### config.mk
export PLATFORM = sky130hd
export DESIGN_NAME = regfile_writeback_arbiter
export DESIGN_NICKNAME = d
export VERILOG_FILES = /design/src/rtl/wb_pkg.sv /design/src/rtl/wb_fifo.sv /design/src/rtl/regfile_writeback_arbiter.sv
export SDC_FILE = /design/constraint.sdc
export NUM_CORES = 1
export LEC_CHECK = 0
export CORE_MARGIN = 2
export CORE_UTILIZATION = 25
export CTS_CLUSTER_DIAMETER = 120
export DETAILED_ROUTE_END_ITERATION = 10
export GPL_TIMING_DRIVEN = 0
export MAX_ROUTING_LAYER = met4
export PLACE_DENSITY_LB_ADDON = 0.05
export RECOVER_POWER = 50
export SYNTH_ARGS = -nofsm -noshare
export SYNTH_HDL_FRONTEND = slang
export SYNTH_HIERARCHICAL = 1
export SYNTH_SLANG_ARGS = --single-unit
### constraint.sdc
create_clock -name clk -period 8 [get_ports clk]
set_input_delay 0.8 -clock clk [delete_from_list [all_inputs] [get_ports clk]]
set_output_delay 0.8 -clock clk [all_outputs]
set_load 0.01 [all_outputs]
### src/rtl/wb_pkg.sv
// Shared types and defaults for the register-file writeback arbiter.
package wb_pkg;

    localparam int WB_DEPTH_DEFAULT    = 4;
    localparam int WB_MAX_WAIT_DEFAULT = 8;

    typedef struct packed {
        logic [4:0]  rd;
        logic [31:0] data;
    } wb_entry_t;

    // One-hot register select used to build the pending-write mask.
    function automatic logic [31:0] rd_onehot(input logic [4:0] rd);
        return 32'(1) << rd;
    endfunction

endpackage

### src/rtl/wb_fifo.sv
// Circular FIFO of buffered FP results. Exposes per-slot valid/rd so the
// parent can build a pending-write mask without walking the pointers.
module wb_fifo
    import wb_pkg::*;
#(
    parameter int DEPTH = WB_DEPTH_DEFAULT
) (
    input  logic                     clk,
    input  logic                     reset,
    input  logic                     push,
    input  wb_entry_t                push_entry,
    input  logic                     pop,
    output wb_entry_t                head,
    output logic [$clog2(DEPTH):0]   count,
    output logic [DEPTH-1:0]         slot_valid,
    output logic [DEPTH-1:0][4:0]    slot_rd
);

    localparam int PW = $clog2(DEPTH);
    localparam int CW = PW + 1;

    wb_entry_t      mem [DEPTH];
    logic [PW-1:0]  rd_ptr;
    logic [PW-1:0]  wr_ptr;

    assign head = mem[rd_ptr];

    // A slot is live when its distance from the read pointer is below count.
    for (genvar i = 0; i < DEPTH; i++) begin : g_slot
        logic [PW-1:0] offset;
        assign offset        = PW'(i) - rd_ptr;
        assign slot_valid[i] = {1'b0, offset} < count;
        assign slot_rd[i]    = mem[i].rd;
    end

    // Pointer, occupancy and storage updates; push and pop may coincide.
    always_ff @(posedge clk or negedge reset) begin
        if (!reset) begin
            rd_ptr <= '0;
            wr_ptr <= '0;
            count  <= '0;
            for (int i = 0; i < DEPTH; i++) begin
                mem[i] <= '0;
            end
        end else begin
            if (push) begin
                mem[wr_ptr] <= push_entry;
                wr_ptr      <= wr_ptr + PW'(1);
            end
            if (pop) begin
                rd_ptr <= rd_ptr + PW'(1);
            end
            case ({push, pop})
                2'b10:   count <= count + CW'(1);
                2'b01:   count <= count - CW'(1);
                default: count <= count;
            endcase
        end
    end

endmodule

### src/rtl/regfile_writeback_arbiter.sv
// Single write-port arbiter for the FP register file. In-order pipeline
// writebacks take priority; FP unit results queue in wb_fifo and drain in
// idle slots. Optional macro WB_FP_BYPASS_EN lets an FP result skip the
// empty FIFO and reach the write port in one edge.
module regfile_writeback_arbiter
    import wb_pkg::*;
#(
    parameter int DEPTH    = WB_DEPTH_DEFAULT,
    parameter int MAX_WAIT = WB_MAX_WAIT_DEFAULT
) (
    input  logic        clk,
    input  logic        reset,
    input  logic        halt,
    input  logic        pipe_valid,
    input  logic [4:0]  pipe_rd,
    input  logic [31:0] pipe_data,
    input  logic        fp_valid,
    output logic        fp_ready,
    input  logic [4:0]  fp_rd,
    input  logic [31:0] fp_data,
    output logic        register_write_enable,
    output logic [4:0]  destination_register,
    output logic [31:0] value_to_write_to_reg,
    output logic [31:0] fp_pending_mask,
    output logic        wb_stall_req,
    output logic        wb_waw_error
);

    localparam int CW = $clog2(DEPTH) + 1;

    wb_entry_t               head;
    wb_entry_t               push_entry;
    logic [CW-1:0]           count;
    logic [DEPTH-1:0]        slot_valid;
    logic [DEPTH-1:0][4:0]   slot_rd;
    logic                    fifo_empty;
    logic                    fp_keep;
    logic                    bypass;
    logic                    push;
    logic                    pop;
    logic [7:0]              wait_cnt;

    assign fifo_empty = (count == '0);
    assign fp_ready   = (count != CW'(DEPTH));

    // Register 0 results complete the handshake but are thrown away.
    assign fp_keep = fp_valid && fp_ready && (fp_rd != 5'd0);

`ifdef WB_FP_BYPASS_EN
    assign bypass = fp_keep && fifo_empty && !pipe_valid && !halt;
`else
    assign bypass = 1'b0;
`endif

    assign push       = fp_keep && !bypass;
    assign pop        = !halt && !pipe_valid && !fifo_empty;
    assign push_entry = '{rd: fp_rd, data: fp_data};

    wb_fifo #(
        .DEPTH (DEPTH)
    ) u_fifo (
        .clk        (clk),
        .reset      (reset),
        .push       (push),
        .push_entry (push_entry),
        .pop        (pop),
        .head       (head),
        .count      (count),
        .slot_valid (slot_valid),
        .slot_rd    (slot_rd)
    );

    // Pending mask: every register some buffered FP result will still write.
    always_comb begin
        fp_pending_mask = '0;
        for (int i = 0; i < DEPTH; i++) begin
            if (slot_valid[i]) begin
                fp_pending_mask = fp_pending_mask | rd_onehot(slot_rd[i]);
            end
        end
    end

    // Write port: pipeline first, then FIFO head, then bypass; idle drives zeros.
    always_ff @(posedge clk or negedge reset) begin
        if (!reset) begin
            register_write_enable <= 1'b0;
            destination_register  <= '0;
            value_to_write_to_reg <= '0;
        end else begin
            register_write_enable <= 1'b0;
            destination_register  <= '0;
            value_to_write_to_reg <= '0;
            if (!halt) begin
                if (pipe_valid) begin
                    if (pipe_rd != 5'd0) begin
                        register_write_enable <= 1'b1;
                        destination_register  <= pipe_rd;
                        value_to_write_to_reg <= pipe_data;
                    end
                end else if (pop) begin
                    register_write_enable <= 1'b1;
                    destination_register  <= head.rd;
                    value_to_write_to_reg <= head.data;
                end else if (bypass) begin
                    register_write_enable <= 1'b1;
                    destination_register  <= fp_rd;
                    value_to_write_to_reg <= fp_data;
                end
            end
        end
    end

    // Starvation counter: counts cycles the head sits unpopped, saturating.
    always_ff @(posedge clk or negedge reset) begin
        if (!reset) begin
            wait_cnt <= '0;
        end else if (fifo_empty || pop) begin
            wait_cnt <= '0;
        end else if (wait_cnt != 8'(MAX_WAIT)) begin
            wait_cnt <= wait_cnt + 8'd1;
        end
    end

    assign wb_stall_req = (wait_cnt == 8'(MAX_WAIT)) && !halt;

    // Sticky error: pipeline write during halt, or pipeline write racing a buffered FP write.
    always_ff @(posedge clk or negedge reset) begin
        if (!reset) begin
            wb_waw_error <= 1'b0;
        end else if (pipe_valid &&
                     (halt || ((pipe_rd != 5'd0) && fp_pending_mask[pipe_rd]))) begin
            wb_waw_error <= 1'b1;
        end
    end

endmodule
==> results of run 1 <==
power groups by stage:
stage | Sequential [W] | Combinational (W) | Clock [W]
floorplan | 0.00172 | 0.00210 | 0
detailed placement | 0.00178 | 0.00302 | 0
global placement | 0.00179 | 0.00302 | 0
finish | 0.00177 | 0.00296 | 0.00111
global route | 0.00183 | 0.00320 | 0.00120
CTS | 0.00177 | 0.00303 | 0.00115
routing by layer:
layer | global-route usage | up-vias | share of wire | wire length [um]
li1 | - | 3520 | - | -
met1 | 0.213 | 3861 | 0.49 | 16900
met2 | 0.244 | 176 | 0.46 | 16200
met3 | 0.0233 | 40 | 0.036 | 1240
met4 | 0.0267 | 0 | 0.014 | 490
met5 | - | - | 0 | 0
stage by stage:
stage	worst slack, ns	cells	util	TNS (ns)
after floorplan	5.01	847	-	0
after global placement	-3.61	1588	0.304	-719.09
after detailed placement	3.91	1590	0.306	0
after CTS	3.33	1633	0.324	0
after global routing	3.07	1633	0.322	0
final	3.32	1633	0.322	0
final cells by class:
class	instances	area, um2
buffer	64	586
clock buffer	41	778
clock inverter	2	13.8
fill	4467	30000
inverter	18	67.6
multi-input combinational	563	5440
sequential	202	5050
tap	592	741
timing repair buffer	151	1540
final timing paths:
path	end	slack (ns)	from	cells after the start
worst max register to register	wb_waw_error$_DFFE_PN0P_	4.33	u_fifo/rd_ptr[1]$_DFFE_PN0P_	12
worst min-delay path	u_fifo/mem[61]$_DFFE_PN0P_	0.50	u_fifo/mem[61]$_DFFE_PN0P_	1
worst min register to register	u_fifo/mem[61]$_DFFE_PN0P_	0.50	u_fifo/mem[61]$_DFFE_PN0P_	1
worst max-delay path	fp_pending_mask[5]	3.32	u_fifo/rd_ptr[1]$_DFFE_PN0P_	8
min in group asynchronous	value_to_write_to_reg[26]$_DFF_PN0_	1.26	reset	1
max in group asynchronous	u_fifo/mem[40]$_DFFE_PN0P_	4.86	reset	3
cell usage in the layout, fill, tap and decap left out, types with 5 or more instances in the layout:
cell type / instances
nor3_1: 6
clkdlybuf4s50_1: 146
nand2b_1: 11
a221o_1: 17
buf_4: 22
nand4b_1: 10
a22oi_1: 5
o21ai_0: 9
buf_2: 6
mux4_2: 38
a21oi_1: 71
buf_12: 12
nor2_1: 61
or2_1: 6
dfrtp_1: 202
inv_1: 15
o22ai_1: 18
nand3_1: 6
clkbuf_16: 27
mux2_4: 120
clkbuf_1: 26
ha_1: 11
clkbuf_8: 5
mux2_2: 29
buf_6: 8
xnor2_1: 5
o221ai_1: 6
or3_1: 6
or2_2: 7
xor2_1: 8
nand2_1: 33
cells by family after synthesis:
| group | after synthesis |
|---|---|
| flip-flops | 202 |
| multiplexers | 189 |
| AND/OR/NAND/NOR | 189 |
| AO/OA/AOI/OAI | 160 |
| buffers and inverters | 82 |
| XOR/XNOR | 13 |
| adder cells (fa/ha/maj) | 12 |
==> results.tsv, run 1 <==
metric	value	unit
hold_buffers	0	
synthesis_to_layout_area_growth	26.7	%
detailed_place.area	13500	um2
worst_path_largest_cell_delay	0.76	ns
timing.final.crit_period	4.68	ns
cts-resized-gates	0	
netSwitchingPower	0.00202	W
wire_length_of_the_first_global_routing_pass	53700	um
crit_chain	buf_2 -> inv_1 -> ha_1 -> a21oi_1 -> o21bai_1 -> nor4bb_1 -> a221o_1 -> clkdlybuf4s50_1	
clockBufferDepth	3	
die_area	46600	um2
crit_path_top_delay_cell	nor4bb_1	
critical_path_class	reg -> out	
finalInstanceArea	14200	um2
gp_congestion	0.869	
detailedRoute.firstPassIterationCount	7	
design.core.area	44200	um2
fp.dieH	216	um
timing.critical_path.required	7.20	ns
power.leakage	6.18	nW
initial_utilization	0.254	
p_per_area	410	nW/um2
worstMarginPinSlew	3.03	ns
synth-edff-count	0	
p_clk_frac	0.189	
fin_total_pwr	0.00583	W
whs	0.500	ns
post-cts-setup-buffers	0	
holdCritPathClass	reg -> reg	
p_comb_frac	0.508	
largest_register_ff_count	128	
grt_util_all_layers	0.155	
timing_hold_violations_final	0	
slew_violations	51	
arrival	3.88	ns
synth_most_common_cell	dfrtp_1	
synth_compound_area_frac	0.0972	
violations_in_the_final_reports	max-capacitance violations, max-slew violations	
critical_path.startpoint_type	flop	
internal_power	0.00382	W
antenna_found_initial	0	
synth_flop_cell	dfrtp_1	
final-setup-viol-count	0	
ant_nets	0	
register_bit_count_reported_by_yosys	202	
vias	7597	
post-route-period-util	0.585	
synth_simple_gate_area_frac	0.100	
clock_latency_late_sink	0.54	ns
netlist.area_leader.share	0.450	
drive_above_1_share	0.280	
synth_nets	938	
wl_per_cell	21.3	um
net_count_of_the_finished_layout	1117	
synth_async_sr_flop_share	1.00	
critical_path.top_delay_family	buffers and inverters	
max_capacitance_violation_count	1	
power.ir.vdd_worst	0.185	mV
drcViolationCount	0	
sw_ratio	0.345	
grt_max_degree	78	
synthesis.instances	847	
share_of_the_synthesized_netlist_area_taken_by_xor_and_xnor_gates	0.0101	
rsz0062_at_grt	false	
antennaDiodeCount	0	
worst-path-max-fanout	10	
route.final.wire_length	34800	um
initialDrtViolationCount	486	
synth.distinct_cells	76	
mappedNetlistArea	11200	um2
detailedPlacementHpwl	24700	um
synthTopCellsByArea	dfrtp_1 45%, mux2_4 16%, mux4_2 7.6%	
synth_common_cells	202 x dfrtp_1, 120 x mux2_4, 71 x a21oi_1	
clock_tree.htree_level_count	1	
row_count	77	
grt_pass1_vias	8205	
cts.sink_count	202	
run_status	complete, but fails checks	
post_synth_fa_ha_maj_area_fraction	0.0140	
relSlewSlack	-1.02	
die_w	216	um
finalClockSkew	0.0195	ns
cts_root_buf	clkbuf_16	
syn_area_per_cell	13.3	um2
ys_seq_area_frac	0.450	
maximum_clock_rate	0.214	GHz
cts_buffers	26	
global_route.overflow_total	0	
flop_pwr_share	0.303	
port-buffer-count	149	
critPathBufInv	3	
cts.clk_slew.worst_paths	0.05	ns
cts_tree	done	
combinational_family_with_the_most_area_after_synthesis	multiplexers	
critPathCaptureType	output pin	
yosysWarnings	6	
detail_route.vias_per_cell	4.65	
floorplan.io_pins	152	
synth.area.mux_share	0.269	
synth_area_leader_cell	dfrtp_1	
(Power assumes the default switching activity.)
==> inputs of run 2 (changes only) <==
==> constraint.sdc (replaced) <==
create_clock -name clk -period 4.75 [get_ports clk]
set_input_delay 0.475 -clock clk [delete_from_list [all_inputs] [get_ports clk]]
set_output_delay 0.475 -clock clk [all_outputs]
set_load 0.01 [all_outputs]
==> run 2 against run 1 <==
Net effect: the run still ends with max-capacitance violations, max-slew violations left; via count fell by 0.37%; sequential share of layout area fell by 0.15 points; first-iteration DRC count fell by 2.5%; cell area rose by 0.41%; largest power group unchanged; highest routed layer unchanged.
==> results.tsv, run 2 (synthesized netlist as in run 1, its figures left out) <==
metric	value	unit	change
holdCritPathClass	in -> reg		
hp-start	pipe_rd[0]		
arrival	3.86	ns	-0.02 ns
cts_root_buf	clkbuf_16		
fp.dieH	216	um	unchanged
power.leakage	6.23	nW	+0.77%
global_route.overflow_total	0		unchanged
fin_setup_tns	0	ns	unchanged
grt_util_all_layers	0.155		unchanged
power.ir.vdd_worst	0.311	mV	+68%
cts.sink_count	202		unchanged
final_core_utilization	0.323		+0.00133
design.core.area	44200	um2	unchanged
timing.final.crit_period	4.33	ns	
wire_length_of_the_first_global_routing_pass	53700	um	unchanged
clockBufferDepth	3		unchanged
final_cell_mix	202 x dfrtp_1, 122 x clkdlybuf4s50_1, 120 x mux2_4		
ant_nets	0		unchanged
antenna_found_initial	0		unchanged
p_per_area	689	nW/um2	+68%
port-buffer-count	149		unchanged
setup.reg_to_reg.worst_slack	1.08	ns	-3.25 ns
cts_tree	done		
timing.critical_path.required	4.28	ns	-2.92 ns
cts_buffers	26		unchanged
detail_route.vias_per_cell	4.63		-0.43%
initial_utilization	0.254		unchanged
die_w	216	um	unchanged
finalClockSkew	0.0197	ns	+0.000193 ns
vias	7569		-0.37%
wl_per_cell	21.3	um	-0.18%
grt_pass1_vias	8205		unchanged
synthesis_to_layout_area_growth	27.3	%	
detailedPlacementHpwl	24700	um	unchanged
rsz0062_at_grt	false		
net_count_of_the_finished_layout	1118		+0.090%
drive_above_1_share	0.284		+0.00357
max_capacitance_violation_count	1		unchanged
hold-path-endpoint	wb_waw_error$_DFFE_PN0P_		
critPathCaptureType	output pin		
grt_max_degree	78		unchanged
hold_path_depth	3		+2
fill_cells	4458		-0.20%
drcViolationCount	0		unchanged
detailed_place.area	13500	um2	unchanged
most_common_cell_after_layout_fill_and_taps_aside	dfrtp_1		
timing_hold_violations_final	0		unchanged
worst_r2r_startpoint	u_fifo/rd_ptr[1]$_DFFE_PN0P_		
antennaDiodeCount	0		unchanged
clock_tree.htree_level_count	1		unchanged
gp_congestion	0.869		unchanged
violations_in_the_final_reports	max-capacitance violations, max-slew violations		
post-route-period-util	0.912		
die_area	46600	um2	unchanged
critical_path.startpoint_type	flop		
detailedRoute.firstPassIterationCount	5		-2
maximum_clock_rate	0.231	GHz	
critical_path_class	reg -> out		
cts.clk_slew.worst_paths	0.05	ns	about the same
largest_register_ff_count	128		unchanged
worstMarginPinSlew	3.04	ns	+0.00792 ns
relSlewSlack	-1.03		-0.00528
clock_latency_late_sink	0.54	ns	about the same
rr_worst_depth	12		unchanged
finalInstanceArea	14300	um2	+0.41%
final-setup-viol-count	0		unchanged
worst-path-max-fanout	10		unchanged
route.final.wire_length	34700	um	-0.12%
initialDrtViolationCount	474		-2.5%
run_status	complete, but fails checks		
floorplan.io_pins	152		unchanged
regToRegEndpoint	wb_waw_error$_DFFE_PN0P_		
row_count	77		unchanged
slew_violations	51		unchanged
run 2: cell types whose count changed in the layout (fill, tap and decap cells not counted), sizes merged:
cell           before  now
dlygate4sd3         2   27
clkdlybuf4s50     146  122
run 2: layout make-up:
cell class	instances	area [um2]	share of cell area
multi-input cells	563	5510	0.386
flip-flops and latches	202	5050	0.354
repair buffers	152	1530	0.107
clock buffers	41	778	0.0545
well taps	592	741	0.0519
plain buffers	64	586	0.0410
inverters	18	67.6	0.00473
clock inverters	2	13.8	0.000964
run 2: report_power, final:
group / switching [W] / internal [W]
clock network: 0.000752 / 0.00111
logic: 0.00222 / 0.00279
registers: 0.000448 / 0.00253
total: 0.00342 / 0.00642
run 2: stage by stage:
step | setup slack (ns) | power (W) | hold slack, ns | cells
after floorplan | 1.82 | 0.00644 | 0.179 | 847
after detailed placement | 0.981 | 0.00808 | 0.429 | 1590
after global placement | -6.53 | 0.00809 | 0.486 | 1588
final | 0.417 | 0.00984 | 0.413 | 1634
after CTS | 0.406 | 0.0100 | 0.404 | 1634
after global routing | 0.142 | 0.0105 | 0.424 | 1634
run 2: repair_timing:
| action | 4_1_cts | 5_1_grt |
|---|---|---|
| endpoints found under the hold margin | 50 | 0 |
| buffers inserted | 0 | 0 |
| hold buffers | 1 | 0 |
| gates resized for setup | 0 | 0 |
run 2: routing by layer:
layer	global-route usage	part of all wire	up-vias	routed length, um
met5	-	0	-	0
met4	0.0267	0.014	0	493
met3	0.0231	0.038	40	1320
met2	0.244	0.46	182	16100
met1	0.213	0.48	3828	16800
li1	-	-	3519	-
run 2: worst max-delay path by stage:
stage / startpoint / endpoint / slack [ns] / cells past startpoint
2_1_floorplan: u_fifo/rd_ptr[0]$_DFFE_PN0P_ / wb_waw_error$_DFFE_PN0P_ / 1.82 / 13
3_3_place_gp: reset / value_to_write_to_reg[2]$_DFF_PN0_ / -6.53 / 1
3_5_place_dp: u_fifo/rd_ptr[1]$_DFFE_PN0P_ / fp_pending_mask[5] / 0.98 / 8
4_1_cts: u_fifo/rd_ptr[1]$_DFFE_PN0P_ / fp_pending_mask[5] / 0.41 / 8
5_1_grt: u_fifo/rd_ptr[1]$_DFFE_PN0P_ / fp_pending_mask[10] / 0.14 / 8
6_report: u_fifo/rd_ptr[1]$_DFFE_PN0P_ / fp_pending_mask[7] / 0.42 / 8
run 2: worst max-delay path, stage by stage, from the launching register on:
cell	delay [ns]
dfrtp_1	0.40
buf_2	0.32
inv_1	0.08
ha_1	0.30
a21oi_1	0.05
o21bai_1	0.56
nor4bb_1	0.75
a221o_1	0.31
clkdlybuf4s50_1	0.56
==> RTL edit 1: new RTL, config.mk and constraints of run 1 <==
The package constant `WB_DEPTH_DEFAULT` goes from 4 to 8.
--- a/src/rtl/wb_pkg.sv
+++ b/src/rtl/wb_pkg.sv
@@ -1,7 +1,7 @@
 // Shared types and defaults for the register-file writeback arbiter.
 package wb_pkg;
 
-    localparam int WB_DEPTH_DEFAULT    = 4;
+    localparam int WB_DEPTH_DEFAULT    = 8;
     localparam int WB_MAX_WAIT_DEFAULT = 8;
 
     typedef struct packed {
Behaviour: same outputs for any inputs over 4 cycles, from zero or initial values and one cycle with reset low; that may be too few to reach the edited logic, so the function may still have changed.
==> RTL edit 1 against run 1 <==
- the run still ends with max-capacitance violations, max-slew violations left
- sequential cell count rose by 151
- worst setup slack got worse by 1.7 ns
- area after synthesis rose by 70%
- cell area rose by 63%
- wire length rose by 110%
- total power rose by 81%
- clock power rose by 64%
- non-clock buffer count rose by 77
- core utilization fell by 1.6 points
- critical path type unchanged
- critical endpoint unchanged
- largest cell class unchanged
==> RTL edit 1: results (changes against run 1) <==
Run status
  • Status: finished, violations left
  • Violated checks: max-capacitance violations, max-slew violations

Routing
  • DRT Wirelength: 72,950 microns (+110%)
  • Met1 Wirelength: 31,280 microns (+85%)
  • DR pass1 iterations: 5 (-2)
  • Met3 wire len: 3121 microns (+150%)
  • Met2 routed WL: 35,960 microns (+120%)
  • Initial DRC Count: 879 (+81%)
  • Via density: 5.083 (+9.3%)
  • Routed len/inst: 26.25 microns (+23%)

Placed design
  • PortBufs: 149 (unchanged)
  • Routability cong.: 0.9623 (+11%)
  • Placed cell count: 2,707 (+70%)
  • DP HPWL: 52,920 microns (+110%)
  • Pre-CTS WS: 2.282 ns (-1.624 ns)
  • Post-place instance area: 21,960 sq um (+62%)

Power
  • Int Pwr: 6318 uW (+65%)
  • Lkg Pwr: 0.009592 uW (+55%)
  • P_seq: 3090 uW (+75%)
  • VDD IR max: 0.1432 mV (-22%)
  • Seq pwr share: 29.2% (-1.1 points)

Clock tree
  • Total CTS buffers: 43 (+65%)
  • Clk Latency, worst-skew pair: 0.57 ns (+0.03 ns)
  • H-tree Lvls: 2 (+1)

Cells and area
  • Layout net count: 1,873 (+68%)
  • Fin util: 30.59% (-1.6 points)
  • Max reg flops: 256 (+100%)
  • Filler cells: 7,767 (+74%)
  • Share of cells above drive strength 1: 31.39% (+3.3 points)

Yosys
  • Synth top cells by count: 353 x dfrtp_1, 292 x mux2_2, 150 x nand2_1
  • Syn nets: 1,673 (+78%)
  • Seq/Total Area, Yosys: 46.22% (+1.2 points)
  • Syn Area/Cell: 12.14 sq um (-8.4%)
  • Post-synth cell types: 82 (+7.9%)
  • Ranking of synthesized cells by area: dfrtp_1 46%, mux2_2 17%, mux4_2 8.7%, nand2_1 2.9%, o22ai_1 2.2%

STA
  • Hold WS: 0.4866 ns (-0.01386 ns)
  • Worst setup skew after layout: 0.02547 ns (+0.005986 ns)
  • Max Slew Vio Count: 174 (+240%)
  • Fmax: 157.9 MHz (-26%)
  • Rel. slew slack: -163.4% (-61 points)

Global route
  • Met3 GRT Util: 2.889% (+0.56 points)
  • Vias in the first global route: 15,030 (+83%)
  • Met2 Use GR: 32.09% (+7.7 points)
  • Gr usage total: 19.16% (+3.7 points)
  • Met1 GRT Util: 23.61% (+2.3 points)
  • Global-route wire length before repair: 107,100 microns (+100%)
  • Antenna violations before repair: 4 (+4)

Worst setup path
  • Worst path arrival time: 5.53 ns (+1.65 ns)
  • Top delay family on crit path: buffers and inverters
  • Reg2Reg Launch Point: u_fifo/rd_ptr[1]
  • Critical path peak fanout: 11 (+1)
  • Slack of the worst reg-to-reg path: 2.82 ns (-1.51 ns)
  • R2R cell count: 16 (+4)
  • Max stage delay cell, worst path: clkbuf_1

Hold path
  • WHS Endpoint: u_fifo/mem[232]
  • Worst hold start: u_fifo/mem[232]

Job
  • Max Cap Violations: 2 (+1)
==> RTL edit 1: changes by cell type after synthesis, sizes merged, moves of 10 or more <==
cell	change
dfrtp	+151
mux2	+150
nand2	+117
buf	+49
a21oi	-48
o22ai	+48
a22oi	+40
mux4	+35
nor2	+35
clkbuf	+24
a221o	-17
nand3	+16
nand4	+11
or4bb	+10
==> RTL edit 1: layout make-up <==
cell class / count / area share (%)
Antenna cell: 4 / 0.04315
Buffer: 137 / 3.716
Clock buffer: 63 / 5.265
Clock inverter: 5 / 0.1888
Inverter: 19 / 0.3075
Multi-Input combinational cell: 1065 / 40.35
Sequential cell: 353 / 38.08
Tap cell: 978 / 5.275
Timing Repair Buffer: 155 / 6.775
==> RTL edit 1: cells by family (layout without fill, tap and decap cells) <==
group	after synthesis	count (layout)	synth area share, %
compound gates	206	206	7.614
xor+xnor	18	18	0.8249
fa+ha+maj	20	20	1.309
buf+inv	156	379	4.904
flops	353	353	46.22
mux	374	374	26.39
other cells	0	4	0
simple gates	447	447	12.73
==> RTL edit 2: new RTL, flow settings as in run 1 <==
Made on the original files. Register the output `wb_waw_error` once more, with the module's reset; this adds one clock of latency there. The other outputs are not delayed to match.
--- a/src/rtl/regfile_writeback_arbiter.sv
+++ b/src/rtl/regfile_writeback_arbiter.sv
@@ -27,6 +27,8 @@
 );
 
     localparam int CW = $clog2(DEPTH) + 1;
+
+    logic wb_waw_error_s0;
 
     wb_entry_t               head;
     wb_entry_t               push_entry;
@@ -126,10 +128,18 @@
     // Sticky error: pipeline write during halt, or pipeline write racing a buffered FP write.
     always_ff @(posedge clk or negedge reset) begin
         if (!reset) begin
-            wb_waw_error <= 1'b0;
+            wb_waw_error_s0 <= 1'b0;
         end else if (pipe_valid &&
                      (halt || ((pipe_rd != 5'd0) && fp_pending_mask[pipe_rd]))) begin
-            wb_waw_error <= 1'b1;
+            wb_waw_error_s0 <= 1'b1;
+        end
+    end
+
+    always_ff @(posedge clk or negedge reset) begin
+        if (!reset) begin
+            wb_waw_error <= '0;
+        end else begin
+            wb_waw_error <= wb_waw_error_s0;
         end
     end
 
Behaviour: not the same (a bounded check fails within 4 cycles, from zero or initial values and one cycle with reset low).
==> RTL edit 2 against run 1 <==
- the run still ends with max-capacitance violations, max-slew violations left
- maximum frequency decreased by 3.9%
- largest power group unchanged
- highest routed layer unchanged
- synthesized cell count increased by 2.2%
- worst setup slack got worse by 0.19 ns
- critical path type is now in -> async
- non-clock buffer count increased by 4
- count of clock-buffer cells in the layout unchanged
- clock skew increased by 0.014 ns
- total power increased by 0.61%
- area after synthesis increased by 0.31%
- wire length increased by 3.1%
- cell area increased by 0.26%
- first-iteration DRC count increased by 3.1%
- sequential cell count increased by 1
- core utilization about the same
- critical path depth decreased by 5
==> RTL edit 2: results (changes against run 1) <==
Yosys
  • Xor and xnor area share after synthesis: 1.089% (+0.075 points)
  • Synth top cells by count: 203 x dfrtp_1, 121 x mux2_4, 75 x nand2_1
  • Seq/Total Area, Yosys: 45.12% (+0.082 points)
  • Syn Area/Cell: 13.00 sq um (-1.9%)
  • Ranking of synthesized cells by area: dfrtp_1 45%, mux2_4 16%, mux4_2 7.8%, a21oi_1 3.2%, mux2_2 2.8%
  • Post-Synth Adder-Cell Area: 1.400% (-0.0044 points)
  • Post-synthesis compound-gate area fraction: 9.368% (-0.35 points)
  • Post-synthesis mux area share: 26.91% (about the same)
  • Syn nets: 957 (+2.0%)
  • Post-synth cell types: 67 (-12%)

Cells and area
  • Data buffer area share: 14.64% (-0.30 points)
  • Share of cells above drive strength 1: 27.19% (-0.86 points)
  • Signal buffers: 219 (+1.9%)
  • Multi-input logic area: 5470 sq um (+0.48%)
  • Filler cells: 4,537 (+1.6%)
  • Storage element area: 5080 sq um (+0.49%)
  • Fin util: 32.18% (about the same)
  • Clk tree area frac: 5.799% (+0.23 points)
  • Multi-input combinational gate total: 579 (+2.8%)
  • Layout net count: 1,135 (+1.6%)

Global route
  • Vias in the first global route: 8,563 (+4.4%)
  • Met2 Use GR: 25.38% (+1.0 points)
  • Global-route wire length before repair: 54,850 microns (+2.2%)
  • Gr usage total: 15.89% (+0.44 points)
  • Met1 GRT Util: 21.13% (-0.16 points)

Routing
  • Met3 wire len: 1557 microns (+26%)
  • Met1 Wirelength: 16,400 microns (-2.9%)
  • Highest metal used: met4
  • Routed len/inst: 21.67 microns (+1.7%)
  • Initial DRC Count: 501 (+3.1%)
  • Met2 routed WL: 16,950 microns (+4.9%)
  • Via density: 4.694 (+0.90%)
  • DR pass1 iterations: 5 (-2)

Run status
  • Status: finished, violations left
  • Violated checks: max-capacitance violations, max-slew violations

STA
  • Max Slew Vio Count: 138 (+170%)
  • Worst setup skew after layout: 0.03332 ns (+0.01383 ns)

Worst setup path
  • Top delay family on crit path: buffers and inverters
  • Max stage delay cell, worst path: clkbuf_1
  • Critical path's largest stage delay: 1.95 ns (+1.19 ns)
  • Worst path arrival time: 4.99 ns (+1.11 ns)
  • Critical path peak fanout: 90 (+80)

Power
  • Cell Pwr Density: 411.6 nW/um^2 (+0.35%)
  • VDD IR max: 0.1294 mV (-30%)
  • Lkg Pwr: 0.006287 uW (+1.7%)

Placed design
  • DP HPWL: 25,220 microns (+2.2%)
  • Routability cong.: 0.8477 (-2.4%)
  • Post-place instance area: 13,540 sq um (+0.18%)
  • Placed cell count: 1,608 (+1.1%)
  • Pre-CTS WS: 3.829 ns (-0.07754 ns)

Clock tree
  • Clk root buf: clkbuf_16
  • Clock sinks: 203 (+0.50%)

Job
  • Max Cap Violations: 2 (+1)
-- RTL edit 2: where the power goes --
group | leakage (uW) | switching (uW) | internal (uW) | total, uW
Sequential | 0.00245 | 273 | 1510 | 1780
Combinational | 0.00343 | 1320 | 1630 | 2950
Clock | 0.000405 | 460 | 680 | 1140
Total | 0.00629 | 2050 | 3820 | 5870
-- RTL edit 2: path summary, 6_finish.rpt --
path	end	slack, ns	from	cells after the start
max	wb_waw_error	3.13	reset	3
min	wb_waw_error	0.40	wb_waw_error_s0	0
max reg2reg	wb_waw_error_s0	4.28	u_fifo/rd_ptr[1]	13
min reg2reg	wb_waw_error	0.40	wb_waw_error_s0	0
max in group clk	fp_pending_mask[8]	3.22	u_fifo/rd_ptr[1]	9
min in group asynchronous	u_fifo/mem[132]	1.16	reset	1
-- RTL edit 2: kinds of logic after synthesis --
group,Yosys count
AOI/OAI and AO/OA,160
xor gates and xnor gates,14
adders and majority gates,12
buffers and inverters,84
DFF,203
muxes,190
and+or+nand+nor,203
